==> config.mk <==
export PLATFORM = sky130hd
export DESIGN_NAME = prog_loader
export DESIGN_NICKNAME = d
export VERILOG_FILES = /design/src/rtl/prog_loader.sv
export SDC_FILE = /design/constraint.sdc
export NUM_CORES = 1
export LEC_CHECK = 0
export ABC_AREA = 0
export BUFFER_PORTS_ARGS = -buffer_cell sky130_fd_sc_hd__buf_2
export CELL_PAD_IN_SITES_DETAIL_PLACEMENT = 0
export CELL_PAD_IN_SITES_GLOBAL_PLACEMENT = 1
export CORE_MARGIN = 2
export CORE_UTILIZATION = 51
export CTS_BUF_LIST = sky130_fd_sc_hd__clkbuf_4
export DETAILED_ROUTE_END_ITERATION = 7
export PLACE_DENSITY_LB_ADDON = 0.1
export SYNTH_ARGS = -nofsm -noshare
export SYNTH_HDL_FRONTEND = slang
export SYNTH_SLANG_ARGS = --single-unit
==> constraint.sdc <==
create_clock -name clk -period 6.13 [get_ports clk]
set_input_delay 0.613 -clock clk [delete_from_list [all_inputs] [get_ports clk]]
set_output_delay 0.613 -clock clk [all_outputs]
set_load 0.01 [all_outputs]
==> src/rtl/prog_loader.sv <==
// Serial program loader: sync byte, 32-bit word count, data words, checksum; writes imem and holds core in reset.
// Latency: each completed word is written one cycle after its 4th byte; status outputs update on the accepting edge.
// Backpressure: none; a byte is consumed on every rx_valid cycle, and an idle gap of TIMEOUT_CYC aborts a load.
//
// Ports:
//   clk, rst              single clock, asynchronous active-high reset
//   rx_data, rx_valid     byte stream from the serial receiver (one-cycle strobe per byte)
//   imem_we/addr/wdata    instruction-memory write port, one pulse per loaded word
//   core_rst              holds the core in reset unless a verified program is present
//   done, err             load verified / last load failed
module prog_loader #(
    parameter int ADDR_W      = 10,
    parameter int TIMEOUT_CYC = 1000000
) (
    input  logic              clk,
    input  logic              rst,
    input  logic [7:0]        rx_data,
    input  logic              rx_valid,
    output logic              imem_we,
    output logic [ADDR_W-1:0] imem_addr,
    output logic [31:0]       imem_wdata,
    output logic              core_rst,
    output logic              done,
    output logic              err
);

    localparam int          TW    = $clog2(TIMEOUT_CYC + 1);
    localparam logic [32:0] DEPTH = 33'd1 << ADDR_W;

    typedef enum logic [2:0] {IDLE, LEN, DATA, CHK, DONE, ERR} state_t;

    state_t            state;
    logic [1:0]        byte_idx;
    logic [31:0]       shreg;      // little-endian assembly, shared by length and data words
    logic [ADDR_W:0]   word_cnt;   // N fits here once it has passed the depth check
    logic [ADDR_W:0]   widx;
    logic [7:0]        csum;
    logic [TW-1:0]     tcnt;

    logic [31:0] assembled;
    logic        timeout_hit;

    // New bytes enter at the top so the first byte of a group ends up in bits 7:0.
    assign assembled   = {rx_data, shreg[31:8]};
    assign timeout_hit = (tcnt == TW'(TIMEOUT_CYC - 1));

    always_ff @(posedge clk or posedge rst) begin
        if (rst) begin
            state      <= IDLE;
            byte_idx   <= '0;
            shreg      <= '0;
            word_cnt   <= '0;
            widx       <= '0;
            csum       <= '0;
            tcnt       <= '0;
            imem_we    <= 1'b0;
            imem_addr  <= '0;
            imem_wdata <= '0;
            core_rst   <= 1'b1;
            done       <= 1'b0;
            err        <= 1'b0;
        end else begin
            imem_we <= 1'b0;
            case (state)
                IDLE, DONE, ERR: begin
                    if (rx_valid && rx_data == 8'hA5) begin
                        state     <= LEN;
                        byte_idx  <= '0;
                        shreg     <= '0;
                        widx      <= '0;
                        imem_addr <= '0;
                        csum      <= '0;
                        tcnt      <= '0;
                        core_rst  <= 1'b1;
                        done      <= 1'b0;
                        err       <= 1'b0;
                    end
                end
                default: begin
                    // LEN, DATA, CHK: 0xA5 is ordinary payload here.
                    if (rx_valid) begin
                        tcnt     <= '0;
                        byte_idx <= byte_idx + 2'd1;
                        shreg    <= assembled;
                        case (state)
                            LEN: begin
                                if (byte_idx == 2'd3) begin
                                    word_cnt <= assembled[ADDR_W:0];
                                    if ({1'b0, assembled} > DEPTH) begin
                                        state <= ERR;
                                        err   <= 1'b1;
                                    end else if (assembled == 32'd0) begin
                                        state <= CHK;
                                    end else begin
                                        state <= DATA;
                                    end
                                end
                            end
                            DATA: begin
                                csum <= csum + rx_data;
                                if (byte_idx == 2'd3) begin
                                    imem_we    <= 1'b1;
                                    imem_addr  <= widx[ADDR_W-1:0];
                                    imem_wdata <= assembled;
                                    widx       <= widx + 1'b1;
                                    // Leave DATA on the same edge so a checksum byte
                                    // arriving next cycle is already seen in CHK.
                                    if (widx + 1'b1 == word_cnt)
                                        state <= CHK;
                                end
                            end
                            CHK: begin
                                if (rx_data == csum) begin
                                    state    <= DONE;
                                    done     <= 1'b1;
                                    core_rst <= 1'b0;
                                end else begin
                                    state <= ERR;
                                    err   <= 1'b1;
                                end
                            end
                            default: ;
                        endcase
                    end else if (timeout_hit) begin
                        state <= ERR;
                        err   <= 1'b1;
                    end else begin
                        tcnt <= tcnt + 1'b1;
                    end
                end
            endcase
        end
    end

endmodule
==> impl_metrics.yaml <==
global_route:
  antenna_found_initial: 0
  grt_max_degree: 70
  grt.overflow.total: 0
  grt_pass1_wl_um: 22870
  grtUsageTotal_pct: 22.32
  grt_pass1_vias: 4537
yosys:
  synth-async-reset-ratio_pct: 100.0
  synth_warnings: 0
  syn_avg_cell_area_um2: 9.360
  syn_nets: 688
  synth_edf_count: 0
  synth.distinct_cells: 63
  syn_area_um2: 6233
  yosysSeqAreaShare_pct: 50.20
  synthFlopType: "dfrtp_1"
  synth_seq_cells: 125
  syn_inst: 666
route:
  avgViaCountPerCell: 5.551
  drt_pass1_iterations: 4
  drt_wl_total_um: 13790
  drt-initial-drc-count: 282
  antenna_left: 0
  routedWlPerCell_um: 15.91
  vias: 4813
  route.detailed.drc: 0
final_layout:
  stdcell_area_um2: 6867
  synthToLayoutAreaGrowth_pct: 10.16
  final_nets: 730
  final_common_cell: "nand2_1"
  nFillCells: 1046
  diodes: 0
  drive_gt1_share_pct: 16.94
  final_cells: 867
  mostFrequentLayoutCells: "186 x nand2_1, 124 x dfrtp_1, 56 x buf_2, 45 x o21ai_0, 44 x nor2_1"
place:
  place_congestion: 0.8336
  port_buffers: 56
  dpl.hpwl_um: 9269
  place_area_um2: 6563
  dp_cells: 836
  dp_slack_ps: 2471
clock_network:
  htree_levels: 4
  clkLatencyLatePin_ps: 540
  ctsHoldBuffers: 0
  cts.repair.resized: 0
  numCtsBuffers: 17
  cts_root_buf: "clkbuf_4"
  postCtsSetupRepairBufs: 0
  clockBufferDepth: 2
  cts_tree: "built"
  clkTransAtPathRegs_ps: 110
  clock_sinks: 125
critical_path:
  r2r_cells: 6
  slowest_stage: "a21oi_4"
  critical_path.max_stage_delay_ps: 940
  timing.rr.end: "widx[3]"
  cp.arrival_ps: 4090
  crit_required_ps: 6550
  crit_fanout: 52
  rrSetupSlack_ps: 2460
  r2r-start: "state[1]"
  crit_path_end_kind: "flop"
  crit_chain: "clkinv_1, a21oi_4, a21o_2, nand3_1, o21ai_0, o31ai_1"
  crit_start: "state[1]"
  start_kind: "flop"
  worstSetupPathType: "flop to flop"
worst_hold_path:
  hold_path.class: "input port to async pin"
power:
  p_comb_share_pct: 25.8
  p_sw_share_pct: 35.40
  leakage_uw: 0.003303
  pwr-share-seq_pct: 48.1
  clockPowerShare_pct: 26.2
  switchingPower_uw: 843.2
  p_int_uw: 1539
  powerDensity_nw_per_um2: 346.9
  ir_drop_mv: 0.1900
timing:
  worst_pin_slew_ps: 1095
  finClkSkew_ps: 11.71
  setup-tns-final_ps: 0
  fin_crit_ps: 3674
  slew_violations: 0
  fin_crit_sh_pct: 59.93
  fmax_mhz: 272.2
  setup_ws_ps: 2456
  finalHoldViolations: 0
  max_slew_margin_pct: 26.82
  rsz0062_at_grt: "no"
  setup_viol_count_final: 0
floorplanning:
  core_um2: 11960
  row_count: 40
  ios: 57
  die_h_um: 114.6
  dieArea_um2: 13120
  initial_core_util_pct: 52.11
  die_w_um: 114.6
status:
  outcome: "finished clean"
flow_run:
  maxCapViolCount: 0
==> metrics by stage <==
step	total power [uW]	utilization [%]	hold slack [ps]
CTS	2405	57.41	198.9
global placement	1759	54.86	453.5
finish	2382	57.41	184.5
detailed placement	1780	54.86	457.3
global route	2542	57.41	199.4
floorplan	1606	-	452.6
==> flip-flops by register name, indices dropped and copies added, names as in the netlist <==
name        flops
tcnt           20
imem_wdata     32
imem_we         1
done            1
shreg          24
imem_addr      10
byte_idx        2
core_rst        1
word_cnt       11
widx           11
csum            8
err             1
state           3
==> power groups by stage <==
stage	Clock [uW]	Combinational [uW]	Sequential (uW)
floorplan	0	501	1100
global placement	0	603	1160
CTS	639	621	1150
detailed placement	0	619	1160
global route	667	706	1170
finish	623	614	1150
==> worst max-delay path: cells and delay by family (launching register included) <==
kind / cells / cell delay, ps
AND/OR/NAND/NOR: 1 / 680
AO/OA/AOI/OAI: 4 / 1910
flip-flops: 1 / 600
buffers and inverters: 1 / 360
==> synth_stat cells (2+ instances only) <==
| cell type | instances | area [um^2] |
|---|---|---|
| o21ai_0 | 45 | 225.2 |
| nor3_1 | 8 | 40.04 |
| o31ai_1 | 7 | 52.55 |
| a31oi_1 | 6 | 37.54 |
| o21ai_1 | 7 | 35.03 |
| a211oi_2 | 6 | 75.07 |
| o22a_1 | 2 | 17.52 |
| o2111ai_1 | 2 | 17.52 |
| ha_1 | 10 | 125.1 |
| a2111oi_2 | 4 | 60.06 |
| and4_1 | 2 | 17.52 |
| buf_2 | 12 | 60.06 |
| o22ai_1 | 2 | 12.51 |
| and3_1 | 9 | 56.30 |
| mux2_2 | 12 | 135.1 |
| nor4_1 | 8 | 50.05 |
| nand3_2 | 2 | 20.02 |
| xnor2_1 | 34 | 297.8 |
| a211oi_1 | 4 | 30.03 |
| nand2_1 | 186 | 698.2 |
| dfrtp_1 | 124 | 3103 |
| buf_4 | 4 | 30.03 |
| xor2_1 | 7 | 61.31 |
| nand3_1 | 13 | 65.06 |
| nor2b_1 | 2 | 12.51 |
| mux2i_1 | 2 | 20.02 |
| a21oi_1 | 9 | 45.04 |
| nor2_1 | 44 | 165.2 |
| nand2b_1 | 4 | 25.02 |
| or4_1 | 4 | 30.03 |
| nand4_1 | 8 | 50.05 |
| nor4_4 | 2 | 42.54 |
| or3_1 | 2 | 12.51 |
| o211ai_1 | 2 | 15.01 |
| inv_1 | 15 | 56.30 |
| a22o_1 | 11 | 96.34 |
| clkbuf_1 | 19 | 71.32 |
==> how the worst max path moves through the flow <==
stage / cells after the start / endpoint
after floorplan: 1 / byte_idx[0]
after global placement: 6 / widx[10]
after detailed placement: 6 / widx[5]
after CTS: 6 / widx[3]
after global routing: 6 / widx[9]
final: 6 / widx[3]
==> per-layer routing <==
layer | up-vias | wire length, um | track usage [%] | part of all wire [%]
met3 | 20 | 585 | 5.611 | 4.2
met1 | 2328 | 6593 | 31.13 | 48
li1 | 2367 | - | - | -
met2 | 98 | 6388 | 33.69 | 46
met5 | - | 0 | 0 | 0
met4 | 0 | 226 | 8.455 | 1.6
==> kinds of logic after synthesis <==
kind of cell | Yosys count | share of synthesized area (%)
DFF | 125 | 50.20
buffers and inverters | 53 | 3.794
and+or+nand+nor | 304 | 22.26
adders and majority gates | 11 | 2.328
muxes | 14 | 2.489
xor gates and xnor gates | 41 | 5.761
AOI/OAI and AO/OA | 118 | 13.17
==> cell type report <==
| type | count | area (um^2) | share of cell area (%) |
|---|---|---|---|
| Sequential cell | 125 | 3129 | 45.57 |
| Clock buffer | 17 | 127.6 | 1.859 |
| Multi-Input combinational cell | 488 | 2880 | 41.95 |
| Timing Repair Buffer | 59 | 302.8 | 4.410 |
| Clock inverter | 14 | 176.4 | 2.569 |
| Tap cell | 147 | 183.9 | 2.679 |
| Inverter | 17 | 66.31 | 0.9657 |
Note: power is estimated with default switching activity, not from simulation.
